==> src/rtl/nexys_starship_pkg.sv <==
// Shared constants for the Nexys Starship controller: one-hot state codes,
// default game tuning and part indices.
package nexys_starship_pkg;

  localparam logic [2:0] INIT     = 3'b001;
  localparam logic [2:0] PLAY     = 3'b010;
  localparam logic [2:0] GAMEOVER = 3'b100;

  typedef enum logic [2:0] {
    ST_INIT     = INIT,
    ST_PLAY     = PLAY,
    ST_GAMEOVER = GAMEOVER
  } state_t;

  localparam int DEF_MAX_HEALTH    = 7;
  localparam int DEF_GRACE_TICKS   = 8;
  localparam int DEF_DAMAGE_PERIOD = 4;

  localparam int TOP    = 0;
  localparam int BOTTOM = 1;
  localparam int LEFT   = 2;
  localparam int RIGHT  = 3;

endpackage

==> src/rtl/nexys_starship_game_ctrl_if.sv <==
// Game-controller signal bundle: master is the controller, slave is the
// surrounding board logic (button, timer, repair state machines).
interface nexys_starship_game_ctrl_if #(
  parameter int NUM_PARTS = 4,
  parameter int HEALTH_W  = 3,
  parameter int SCORE_W   = 8
);
  logic                 timer_clk;
  logic                 BtnC;
  logic [NUM_PARTS-1:0] broken;
  logic                 play_flag;
  logic                 gameover_ctrl;
  logic [HEALTH_W-1:0]  health;
  logic [SCORE_W-1:0]   score;
  logic                 q_Init;
  logic                 q_Play;
  logic                 q_GameOver;

  modport master (
    input  timer_clk, BtnC, broken,
    output play_flag, gameover_ctrl, health, score, q_Init, q_Play, q_GameOver
  );

  modport slave (
    output timer_clk, BtnC, broken,
    input  play_flag, gameover_ctrl, health, score, q_Init, q_Play, q_GameOver
  );
endinterface

==> src/rtl/nexys_starship_part_timer.sv <==
// Per-part broken-age tracker: grace period, periodic damage strobe and,
// with STARSHIP_SCORE_EN defined, a repair (falling broken) detector.
module nexys_starship_part_timer
  import nexys_starship_pkg::*;
#(
  parameter int GRACE_TICKS   = DEF_GRACE_TICKS,
  parameter int DAMAGE_PERIOD = DEF_DAMAGE_PERIOD
) (
  input  logic Clk,
  input  logic Reset_n,
  input  logic run,
  input  logic tick,
  input  logic broken,
  output logic strobe
`ifdef STARSHIP_SCORE_EN
  ,
  output logic fall
`endif
);
  localparam int AGE_W = $clog2(GRACE_TICKS + 1);
  localparam int PER_W = (DAMAGE_PERIOD > 1) ? $clog2(DAMAGE_PERIOD) : 1;
  localparam logic [AGE_W-1:0] AGE_SAT  = AGE_W'(GRACE_TICKS);
  localparam logic [AGE_W-1:0] AGE_LAST = AGE_W'(GRACE_TICKS - 1);
  localparam logic [PER_W-1:0] PER_LAST = PER_W'(DAMAGE_PERIOD - 1);

  logic [AGE_W-1:0] age_r;
  logic [PER_W-1:0] per_r;
  logic             aged_s;
  logic             step_s;

  // Once the grace age is reached it holds there; a phase counter paces repeats.
  assign aged_s = (age_r == AGE_SAT);
  assign step_s = run & tick & broken;
  assign strobe = step_s & (aged_s ? (per_r == PER_LAST) : (age_r == AGE_LAST));

  // Age and damage-phase counters, cleared whenever the part is not broken in play.
  always_ff @(posedge Clk or negedge Reset_n) begin
    if (!Reset_n) begin
      age_r <= '0;
      per_r <= '0;
    end else if (!(run && broken)) begin
      age_r <= '0;
      per_r <= '0;
    end else if (tick) begin
      if (!aged_s) begin
        age_r <= age_r + AGE_W'(1);
      end else if (per_r == PER_LAST) begin
        per_r <= '0;
      end else begin
        per_r <= per_r + PER_W'(1);
      end
    end
  end

`ifdef STARSHIP_SCORE_EN
  logic broken_q_r;

  // Previous broken level for repair detection.
  always_ff @(posedge Clk or negedge Reset_n) begin
    if (!Reset_n) begin
      broken_q_r <= 1'b0;
    end else begin
      broken_q_r <= broken;
    end
  end

  assign fall = broken_q_r & ~broken;
`endif

endmodule

==> src/rtl/nexys_starship_game_ctrl.sv <==
// Nexys Starship game controller: INIT/PLAY/GAMEOVER flow, health drain from
// broken parts and, with STARSHIP_SCORE_EN defined, the repair score.
module nexys_starship_game_ctrl
  import nexys_starship_pkg::*;
#(
  parameter int NUM_PARTS     = 4,
  parameter int GRACE_TICKS   = DEF_GRACE_TICKS,
  parameter int DAMAGE_PERIOD = DEF_DAMAGE_PERIOD,
  parameter int MAX_HEALTH    = DEF_MAX_HEALTH,
  parameter int HEALTH_W      = 3,
  parameter int SCORE_W       = 8
) (
  input logic                          Clk,
  input logic                          Reset_n,
  nexys_starship_game_ctrl_if.master   bus
);
  localparam int CNT_W = $clog2(NUM_PARTS + 1);
  localparam int SUB_W = ((HEALTH_W > CNT_W) ? HEALTH_W : CNT_W) + 1;
  localparam logic [HEALTH_W-1:0] HEALTH_FULL = HEALTH_W'(MAX_HEALTH);

  state_t               state_r;
  logic                 play_flag_r;
  logic                 gameover_r;
  logic [HEALTH_W-1:0]  health_r;
  logic [HEALTH_W-1:0]  health_nxt_s;
  logic                 tsync1_r, tsync2_r, tprev_r, tick_s;
  logic                 btn_r, btn_rise_s;
  logic                 run_s;
  logic [NUM_PARTS-1:0] strobe_s;
  logic [CNT_W-1:0]     strobe_cnt_s;

  // timer_clk is asynchronous to Clk: two-flop synchronizer, then rise detect.
  always_ff @(posedge Clk or negedge Reset_n) begin
    if (!Reset_n) begin
      tsync1_r <= 1'b0;
      tsync2_r <= 1'b0;
      tprev_r  <= 1'b0;
      btn_r    <= 1'b0;
    end else begin
      tsync1_r <= bus.timer_clk;
      tsync2_r <= tsync1_r;
      tprev_r  <= tsync2_r;
      btn_r    <= bus.BtnC;
    end
  end

  assign tick_s     = tsync2_r & ~tprev_r;
  assign btn_rise_s = bus.BtnC & ~btn_r;
  assign run_s      = (state_r == ST_PLAY);

`ifdef STARSHIP_SCORE_EN
  logic [NUM_PARTS-1:0] fall_s;
`endif

  for (genvar i = 0; i < NUM_PARTS; i++) begin : g_part
    nexys_starship_part_timer #(
      .GRACE_TICKS   (GRACE_TICKS),
      .DAMAGE_PERIOD (DAMAGE_PERIOD)
    ) u_timer (
      .Clk     (Clk),
      .Reset_n (Reset_n),
      .run     (run_s),
      .tick    (tick_s),
      .broken  (bus.broken[i]),
      .strobe  (strobe_s[i])
`ifdef STARSHIP_SCORE_EN
      ,
      .fall    (fall_s[i])
`endif
    );
  end

  // Damage count this cycle and saturating health update.
  always_comb begin
    strobe_cnt_s = '0;
    for (int i = 0; i < NUM_PARTS; i++) begin
      strobe_cnt_s = strobe_cnt_s + CNT_W'(strobe_s[i]);
    end
    if (SUB_W'(strobe_cnt_s) >= SUB_W'(health_r)) begin
      health_nxt_s = '0;
    end else begin
      health_nxt_s = health_r - HEALTH_W'(strobe_cnt_s);
    end
  end

  // Game FSM with registered play_flag, gameover_ctrl and health.
  always_ff @(posedge Clk or negedge Reset_n) begin
    if (!Reset_n) begin
      state_r     <= ST_INIT;
      play_flag_r <= 1'b0;
      gameover_r  <= 1'b0;
      health_r    <= HEALTH_FULL;
    end else begin
      play_flag_r <= 1'b0;
      case (state_r)
        ST_INIT: begin
          health_r   <= HEALTH_FULL;
          gameover_r <= 1'b0;
          if (btn_rise_s) begin
            state_r     <= ST_PLAY;
            play_flag_r <= 1'b1;
          end
        end
        ST_PLAY: begin
          health_r <= health_nxt_s;
          if (health_r == '0) begin
            state_r    <= ST_GAMEOVER;
            gameover_r <= 1'b1;
          end
        end
        ST_GAMEOVER: begin
          gameover_r <= 1'b1;
          if (btn_rise_s) begin
            state_r    <= ST_INIT;
            gameover_r <= 1'b0;
            health_r   <= HEALTH_FULL;
          end
        end
        default: begin
          state_r    <= ST_INIT;
          gameover_r <= 1'b0;
          health_r   <= HEALTH_FULL;
        end
      endcase
    end
  end

`ifdef STARSHIP_SCORE_EN
  localparam int SUM_W = SCORE_W + 1;
  logic [CNT_W-1:0]   fall_cnt_s;
  logic [SUM_W-1:0]   score_sum_s;
  logic [SCORE_W-1:0] score_r;

  // Repairs this cycle added to the score, saturating at all-ones.
  always_comb begin
    fall_cnt_s = '0;
    for (int i = 0; i < NUM_PARTS; i++) begin
      fall_cnt_s = fall_cnt_s + CNT_W'(fall_s[i]);
    end
    score_sum_s = SUM_W'(score_r) + SUM_W'(fall_cnt_s);
  end

  // Score counts in PLAY, freezes in GAMEOVER, clears on the way back to INIT.
  always_ff @(posedge Clk or negedge Reset_n) begin
    if (!Reset_n) begin
      score_r <= '0;
    end else begin
      case (state_r)
        ST_PLAY: begin
          if (score_sum_s[SCORE_W]) begin
            score_r <= {SCORE_W{1'b1}};
          end else begin
            score_r <= score_sum_s[SCORE_W-1:0];
          end
        end
        ST_GAMEOVER: begin
          if (btn_rise_s) begin
            score_r <= '0;
          end else begin
            score_r <= score_r;
          end
        end
        default: score_r <= '0;
      endcase
    end
  end

  assign bus.score = score_r;
`else
  assign bus.score = {SCORE_W{1'b0}};
`endif

  assign bus.play_flag     = play_flag_r;
  assign bus.gameover_ctrl = gameover_r;
  assign bus.health        = health_r;
  assign bus.q_Init        = state_r[0];
  assign bus.q_Play        = state_r[1];
  assign bus.q_GameOver    = state_r[2];

endmodule

==> src/flat_wrapper.sv <==
// flat-port wrapper written by rule: the top's interface ports become plain ports
module nexys_starship_game_ctrl_flat import nexys_starship_pkg::*;
#(
  parameter int NUM_PARTS     = 4,
  parameter int GRACE_TICKS   = DEF_GRACE_TICKS,
  parameter int DAMAGE_PERIOD = DEF_DAMAGE_PERIOD,
  parameter int MAX_HEALTH    = DEF_MAX_HEALTH,
  parameter int HEALTH_W      = 3,
  parameter int SCORE_W       = 8
)
  (Clk, Reset_n, bus_timer_clk, bus_BtnC, bus_broken, bus_play_flag, bus_gameover_ctrl, bus_health, bus_score, bus_q_Init, bus_q_Play, bus_q_GameOver);
  nexys_starship_game_ctrl_if #(.NUM_PARTS(NUM_PARTS), .HEALTH_W(HEALTH_W), .SCORE_W(SCORE_W)) bus_i ();
  input logic Clk;
  input logic Reset_n;
  input wire logic [$bits(bus_i.timer_clk)-1:0] bus_timer_clk;
  input wire logic [$bits(bus_i.BtnC)-1:0] bus_BtnC;
  input wire logic [$bits(bus_i.broken)-1:0] bus_broken;
  output wire logic [$bits(bus_i.play_flag)-1:0] bus_play_flag;
  output wire logic [$bits(bus_i.gameover_ctrl)-1:0] bus_gameover_ctrl;
  output wire logic [$bits(bus_i.health)-1:0] bus_health;
  output wire logic [$bits(bus_i.score)-1:0] bus_score;
  output wire logic [$bits(bus_i.q_Init)-1:0] bus_q_Init;
  output wire logic [$bits(bus_i.q_Play)-1:0] bus_q_Play;
  output wire logic [$bits(bus_i.q_GameOver)-1:0] bus_q_GameOver;
  assign bus_i.timer_clk = bus_timer_clk;
  assign bus_i.BtnC = bus_BtnC;
  assign bus_i.broken = bus_broken;
  assign bus_play_flag = bus_i.play_flag;
  assign bus_gameover_ctrl = bus_i.gameover_ctrl;
  assign bus_health = bus_i.health;
  assign bus_score = bus_i.score;
  assign bus_q_Init = bus_i.q_Init;
  assign bus_q_Play = bus_i.q_Play;
  assign bus_q_GameOver = bus_i.q_GameOver;
  nexys_starship_game_ctrl #(.NUM_PARTS(NUM_PARTS), .GRACE_TICKS(GRACE_TICKS), .DAMAGE_PERIOD(DAMAGE_PERIOD), .MAX_HEALTH(MAX_HEALTH), .HEALTH_W(HEALTH_W), .SCORE_W(SCORE_W)) u_core (.Clk(Clk), .Reset_n(Reset_n), .bus(bus_i));
endmodule
==> config.mk <==
export PLATFORM = sky130hd
export DESIGN_NAME = nexys_starship_game_ctrl_flat
export DESIGN_NICKNAME = d
export VERILOG_FILES = /design/src/rtl/nexys_starship_pkg.sv /design/src/rtl/nexys_starship_game_ctrl_if.sv /design/src/rtl/nexys_starship_part_timer.sv /design/src/rtl/nexys_starship_game_ctrl.sv /design/src/flat_wrapper.sv
export SDC_FILE = /design/constraint.sdc
export NUM_CORES = 1
export LEC_CHECK = 0
export ABC_AREA = 1
export BUFFER_PORTS_ARGS = -buffer_cell sky130_fd_sc_hd__buf_4
export CELL_PAD_IN_SITES_DETAIL_PLACEMENT = 0
export CELL_PAD_IN_SITES_GLOBAL_PLACEMENT = 1
export CORE_MARGIN = 1.5
export CORE_UTILIZATION = 43
export CTS_CLUSTER_SIZE = 28
export DETAILED_ROUTE_END_ITERATION = 6
export PLACE_DENSITY = 0.83
export SLEW_MARGIN = 10
export SYNTH_ARGS = -nofsm -noshare
export SYNTH_HDL_FRONTEND = slang
export SYNTH_SLANG_ARGS = --single-unit
export TNS_END_PERCENT = 5
==> constraint.sdc <==
create_clock -name Clk -period 4 [get_ports Clk]
set_clock_uncertainty 0.1 [all_clocks]
set_input_delay 0.8 -clock Clk [delete_from_list [all_inputs] [get_ports Clk]]
set_output_delay 0.8 -clock Clk [all_outputs]
set_load 0.01 [all_outputs]
==> run_results.csv, run 1 <==
group,metric,value,unit
critical_path,rrSetupSlack,0.94,ns
clocking,cts_buffer_depth,2,
layout,drive_above_1_share,14.78,%
clocking,postCtsSetupBuffers,0,
global_routing,antenna_found_initial,0,
outcome,outcome,"complete, no violations",
critical_path,r2r_end,"u_core.bus.health[2]$_DFFE_PN1P_",
worst_hold_path,min_from,"u_core.tsync1_r$_DFF_PN0_",
global_routing,grt_pass1_wl,7935,µm
placed_design,place_congestion,0.7929,
floorplan,die_h,76.39,µm
timing,setup-tns-final,0,ns
synthesis,syn_area_per_cell,7.824,µm²
critical_path,cp_max_fo,8,
clocking,cts_resized,0,
global_routing,grt.met1_usage,21.42,%
pwr,seqPwrFrac,52.0,%
clocking,numCtsBuffers,5,
layout,final_cell_mix,"nand2_1, inv_1, nor2_1",
timing,min_period_over_period,76.56,%
layout,area_growth_syn_to_layout,11.51,%
synthesis,ys_ff_latch,36,
routing,drt-total-wl,4369,µm
timing,hold_violations,0,
layout,diodes,0,
placed_design,dp_hpwl,3257,µm
floorplan,die_w,76.39,µm
timing,setup_violations,0,
routing,vias,1883,
clocking,path_clk_slew,0.07,ns
placed_design,port_buffers,15,
timing,min_period,3.062,ns
pwr,switchingPower,0.1804,mW
layout,final_common_cell,"nand2_1",
floorplan,die-area,5835,µm²
flow_run,max_cap_viol_count,0,
pwr,powerDensity,282.1,nW/µm²
pwr,netSwitchingFraction,24.77,%
floorplan,coreArea,5140,µm²
floorplan,rows,26,
routing,post_drt_via_cell_ratio,4.853,
synthesis,syn_area,2316,µm²
layout,multi_input_area,1215,µm²
pwr,comb_power_share,8.5,%
timing,timing.final.ws_setup,0.9377,ns
critical_path,cp.required,4.12,ns
worst_hold_path,hold_depth,0,
floorplan,ios,24,
routing,drc,0,
critical_path,reg2reg_depth,15,
critical_path,critPathCaptureType,"flop",
global_routing,grt_pass1_vias,1844,
critical_path,timing.rr.start,"u_core.state_r[2]$_DFFE_PN0P_",
timing,fmax,326.6,MHz
timing,timing.hold.ws,0.2489,ns
clocking,cts-htree-levels,2,
global_routing,grt_use_met3,3.114,%
placed_design,dpl_cell_area,2482,µm²
placed_design,pre_cts_ws,0.7294,ns
layout,nFillCells,544,
layout,regArea,905.9,µm²
floorplan,initial_core_util,45.06,%
layout,layout.nets,344,
layout,stdcell_area,2582,µm²
synthesis,ys_seq_area_share,39.11,%
clocking,cts_tree,"yes",
clocking,root_buffer,"clkbuf_8",
routing,wire_per_inst,11.26,µm
timing,maxSlewViolCount,0,
routing,postRouteAntennaNets,0,
global_routing,overflow,0,
worst_hold_path,min-delay-path-class,"reg2reg",
pwr,ir_drop,169.2,µV
clocking,cts.sink_count,36,
global_routing,grt_use_total,16.82,%
synthesis,synth.distinct_cells,25,
pwr,p_clk_share,39.5,%
global_routing,use_met2,27.95,%
pwr,leakagePower,1.379,nW
clocking,insertion_delay,0.29,ns
critical_path,startpoint_type,"flop",
routing,drt_pass1_iterations,4,
global_routing,grt_max_degree,37,
pwr,internal-power,0.5481,mW
global_routing,grt_busiest_layer,"met2",
clocking,cts_hold_buf,0,
worst_hold_path,hold_end,"u_core.tsync2_r$_DFF_PN0_",
synthesis,yosys_warnings,0,
critical_path,criticalPathCategory,"reg2reg",
critical_path,cp.arrival,3.18,ns
routing,drtIter0Drc,98,
timing,rsz0062_at_grt,"false",
synthesis,syn_inst,296,
==> sequential cells by signal (all words and copies together) (netlist names) <==
register,flops
u_core.g_part.u_timer.per_r,8
u_core.tsync1_r,1
u_core.tsync2_r,1
u_core.state_r,3
u_core.tprev_r,1
u_core.bus.gameover_ctrl,1
u_core.bus.play_flag,1
u_core.bus.health,3
u_core.g_part.u_timer.age_r,16
u_core.btn_r,1
==> kinds of logic after synthesis <==
group | share of synthesized area [%]
xor gates and xnor gates | 1.513
adders and majority gates | 10.91
other | 0.1619
AOI/OAI and AO/OA | 5.456
buffers and inverters | 9.563
and+or+nand+nor | 33.28
DFF | 39.11
==> cell type report <==
type                    count  area share (%)
flip-flops and latches     36           35.08
well taps                  70           3.391
repair buffers             15           4.360
clock buffers               8           3.876
multi-input cells         216           47.04
inverters                  43           6.250
==> worst max-delay path, stage by stage (launching register included) <==
cell and delay (ns):
dfrtp_1 0.44, inv_2 0.13, nand3b_4 0.17, nor2_4 0.25
nand2_1 0.08, nor2_1 0.14, ha_1 0.14, inv_1 0.05
fa_1 0.49, inv_1 0.04, ha_1 0.20, fa_1 0.39
xnor2_1 0.13, and2_1 0.15, nand2_1 0.05, nand2_1 0.04
==> synthesized netlist by cell type <==
cell      instances  area share (%)
nor2_1           36             5.8
a22oi_1           1            0.32
xor2_1            3             1.1
inv_2             2            0.32
o21ai_1           8             1.7
o21ai_0           3            0.65
o21ai_2           5             1.9
xnor2_1           1            0.38
inv_1            41             6.6
nand3_1          31             6.7
ha_1             17             9.2
dfrtp_1          32              35
fa_1              2             1.7
nor2_4            5             2.4
nand2_4           4             1.9
nand2_1          74              12
nor2_2            2            0.54
nand2_2           2            0.54
nand4_1           8             2.2
conb_1            1            0.16
and2_1            1            0.27
dfstp_2           4             4.5
buf_4             8             2.6
a21oi_1           4            0.86
nand3b_4          1            0.86
==> through the flow <==
stage / total power [mW] / utilization, % / cells
floorplan: 0.4309 / - / 303
global route: 0.7605 / 50.24 / 388
detailed placement: 0.4491 / 48.30 / 380
CTS: 0.7401 / 50.24 / 388
finish: 0.7286 / 50.24 / 388
global placement: 0.4484 / 48.30 / 380
==> routing by layer <==
metal	vias to the layer above	part of all wire, %
li1	957	-
met1	888	47
met2	33	47
met3	5	3.8
met4	0	1.4
met5	-	0
==> power by group through the flow <==
stage | combinational, mW | clock (mW) | sequential (mW)
floorplan | 0.0470 | 0 | 0.384
global placement | 0.0630 | 0 | 0.385
detailed placement | 0.0633 | 0 | 0.386
CTS | 0.0636 | 0.298 | 0.379
global route | 0.0724 | 0.308 | 0.380
finish | 0.0621 | 0.288 | 0.379
==> worst max-delay path by stage <==
stage | start | endpoint | slack (ns) | cells past startpoint
detailed placement | bus_broken[1] | u_core.bus.health[2]$_DFFE_PN1P_ | 0.73 | 15
global placement | bus_broken[1] | u_core.bus.health[1]$_DFFE_PN1P_ | 0.80 | 18
floorplan | bus_broken[1] | u_core.bus.health[2]$_DFFE_PN1P_ | 1.02 | 14
global route | u_core.g_part[1].u_timer.age_r[0]$_DFFE_PN0P_ | u_core.bus.health[1]$_DFFE_PN1P_ | 0.65 | 19
CTS | u_core.state_r[2]$_DFFE_PN0P_ | u_core.bus.health[2]$_DFFE_PN1P_ | 0.91 | 15
finish | u_core.state_r[2]$_DFFE_PN0P_ | u_core.bus.health[2]$_DFFE_PN1P_ | 0.94 | 15
Note: power is estimated with default switching activity, not from simulation.
==> run 2, diff against run 1 <==
clock period = 2.95 ns   (was 4 ns; I/O delays follow)
==> run 2 against run 1 <==
Effect of this change: combinational power rose by 69%; power rose by 31%; critical endpoint unchanged; final cell count rose by 4.9%; clock power rose by 18%; count of clock-buffer cells in the layout fell by 1; setup slack got worse by 0.81 ns; global-route usage rose by 0.85 points; via count rose by 4.8%; sequential share of layout area fell by 2.7 points; largest cell class unchanged.
==> run_results.csv, run 2 (synthesis results as in run 1) <==
group,metric,value,unit
routing,postRouteAntennaNets,0,
clocking,cts_buffer_depth,2,
timing,fmax,354.1,MHz
layout,utilization,54.36,%
layout,diodes,0,
floorplan,ios,24,
timing,maxSlewViolCount,0,
layout,largest_register_ffs,16,
global_routing,grt_max_degree,37,
critical_path,cp_cell_sequence,"ha_2 -> nand2_2 -> inv_2 -> a22oi_2 -> nor2_2 -> ha_1 -> inv_1 -> fa_1 -> inv_2 -> ha_4 -> fa_2 -> xnor2_2 -> and2_1 -> nand2_1 -> nand2_1",
routing,post_drt_via_cell_ratio,4.850,
layout,drive_above_1_share,25.82,%
global_routing,grt_pass1_wl,8369,µm
outcome,outcome,"complete, no violations",
layout,largest_register,"u_core.g_part.u_timer.age_r",
timing,min_period_over_period,95.73,%
critical_path,critPathCaptureType,"flop",
routing,vias,1974,
routing,drt-total-wl,4662,µm
pwr,ir_drop,202.5,µV
placed_design,port_buffers,15,
global_routing,overflow,0,
pwr,power,0.9581,mW
timing,min_period,2.824,ns
clocking,root_buffer,"clkbuf_8",
flow_run,max_cap_viol_count,0,
layout,final_common_cell,"nand2_1",
floorplan,die_w,76.39,µm
layout,reg_top3,"u_core.g_part.u_timer.age_r x16, u_core.g_part.u_timer.per_r x8",
routing,wire_per_inst,11.45,µm
routing,drc,0,
global_routing,grt_use_total,17.67,%
routing,drt_pass1_iterations,4,
floorplan,die-area,5835,µm²
critical_path,cp_slowest_stage_delay,0.49,ns
critical_path,cp.required,3.07,ns
clocking,insertion_delay,0.28,ns
timing,setup_violations,0,
critical_path,criticalPathCategory,"reg2reg",
clocking,cts-htree-levels,2,
critical_path,cp.arrival,2.95,ns
placed_design,dp_hpwl,3345,µm
clocking,numCtsBuffers,5,
timing,rsz0062_at_grt,"true",
layout,nFillCells,507,
layout,area_growth_syn_to_layout,20.64,%
floorplan,rows,26,
floorplan,die_h,76.39,µm
clocking,cts_tree,"yes",
critical_path,startpoint_type,"flop",
floorplan,initial_core_util,45.06,%
routing,drtIter0Drc,94,
pwr,leakagePower,1.459,nW
global_routing,grt_pass1_vias,1897,
placed_design,place_congestion,0.8117,
floorplan,coreArea,5140,µm²
layout,final_cell_mix,"nand2_1, inv_1, buf_4",
critical_path,crit_slowest_cell,"fa_1",
worst_hold_path,min-delay-path-class,"in2async",
layout,layout.nets,363,
timing,hold_violations,0,
clocking,cts.sink_count,36,
critical_path,cp_max_fo,3,
global_routing,antenna_found_initial,0,
pwr,powerDensity,342.9,nW/µm²
clocking,path_clk_slew,0.07,ns
run 2: cell types whose count changed in the layout (fill, tap and decap cells not counted), moves of 2 or more:
cell | previous run | this run
buf_4 | 15 | 34
clkbuf_8 | 7 | 5
ha_1 | 17 | 12
ha_4 | 0 | 4
inv_1 | 41 | 35
inv_2 | 2 | 8
nand2_1 | 74 | 71
nand2_2 | 2 | 5
nor2_1 | 36 | 31
nor2_2 | 2 | 7
run 2: area by class of cell:
cell class	count	area, µm²	area share, %
multi-input combinational	216	1303	46.62
sequential	36	905.9	32.42
timing repair buffer	34	255.2	9.136
inverter	43	161.4	5.777
tap	70	87.58	3.135
clock buffer	7	76.32	2.732
clock inverter	1	5.005	0.1791
run 2: metal layers:
| layer | share of wire, % | track usage [%] | up-vias |
|---|---|---|---|
| met5 | 0 | 0 | - |
| met4 | 1.4 | 6.667 | 0 |
| met3 | 4.4 | 2.994 | 7 |
| met2 | 47 | 28.48 | 50 |
| met1 | 47 | 23.78 | 920 |
| li1 | - | - | 997 |
run 2: what timing repair did:
item | 4_1_cts | 5_1_grt
hold buffers | 0 | 0
gates resized for setup | 4 | 20
endpoints found under the setup margin | 2 | 3
pin swaps | 2 | 7
buffers inserted | 2 | 1
run 2: report_power, final:
part / total, mW / internal (mW) / leakage (nW) / switching, mW
clock network: 0.341 / 0.166 / 0.0422 / 0.175
logic: 0.105 / 0.0396 / 0.946 / 0.0655
registers: 0.512 / 0.504 / 0.471 / 0.00804
run 2: final timing paths:
kind,startpoint,end,slack (ns),cells after the start
setup / recovery,u_core.g_part[1].u_timer.age_r[1]$_DFFE_PN0P_,u_core.bus.health[2]$_DFFE_PN1P_,0.13,15
hold / removal,Reset_n,u_core.g_part[3].u_timer.age_r[2]$_DFFE_PN0P_,0.15,1
setup reg to reg,u_core.g_part[1].u_timer.age_r[1]$_DFFE_PN0P_,u_core.bus.health[2]$_DFFE_PN1P_,0.13,15
hold reg to reg,u_core.tsync1_r$_DFF_PN0_,u_core.tsync2_r$_DFF_PN0_,0.25,0
max in group asynchronous,Reset_n,u_core.bus.health[2]$_DFFE_PN1P_,2.24,1
min in group Clk,u_core.tsync1_r$_DFF_PN0_,u_core.tsync2_r$_DFF_PN0_,0.25,0
run 2: through the flow:
stage,hold slack [ns],std cells,setup TNS [ns],worst slack [ns],instance area [µm²]
6_report,0.1547,407,0,0.1261,2794
5_1_grt,0.1879,407,-0.06071,-0.03197,2794
4_1_cts,0.1726,406,0,0.002254,2719
3_5_place_dp,0.2363,396,-0.03440,-0.03440,2603
3_3_place_gp,0.2336,396,0,0.02306,2603
2_1_floorplan,0.1944,303,0,0.05742,2342
run 2: critical path: cells and delay by family, from the launching register on:
family / cells / cell delay [ns]
fa+ha+maj: 5 / 1.47
flops: 1 / 0.41
simple gates: 5 / 0.35
compound gates: 1 / 0.16
xor+xnor: 1 / 0.14
buf+inv: 3 / 0.13
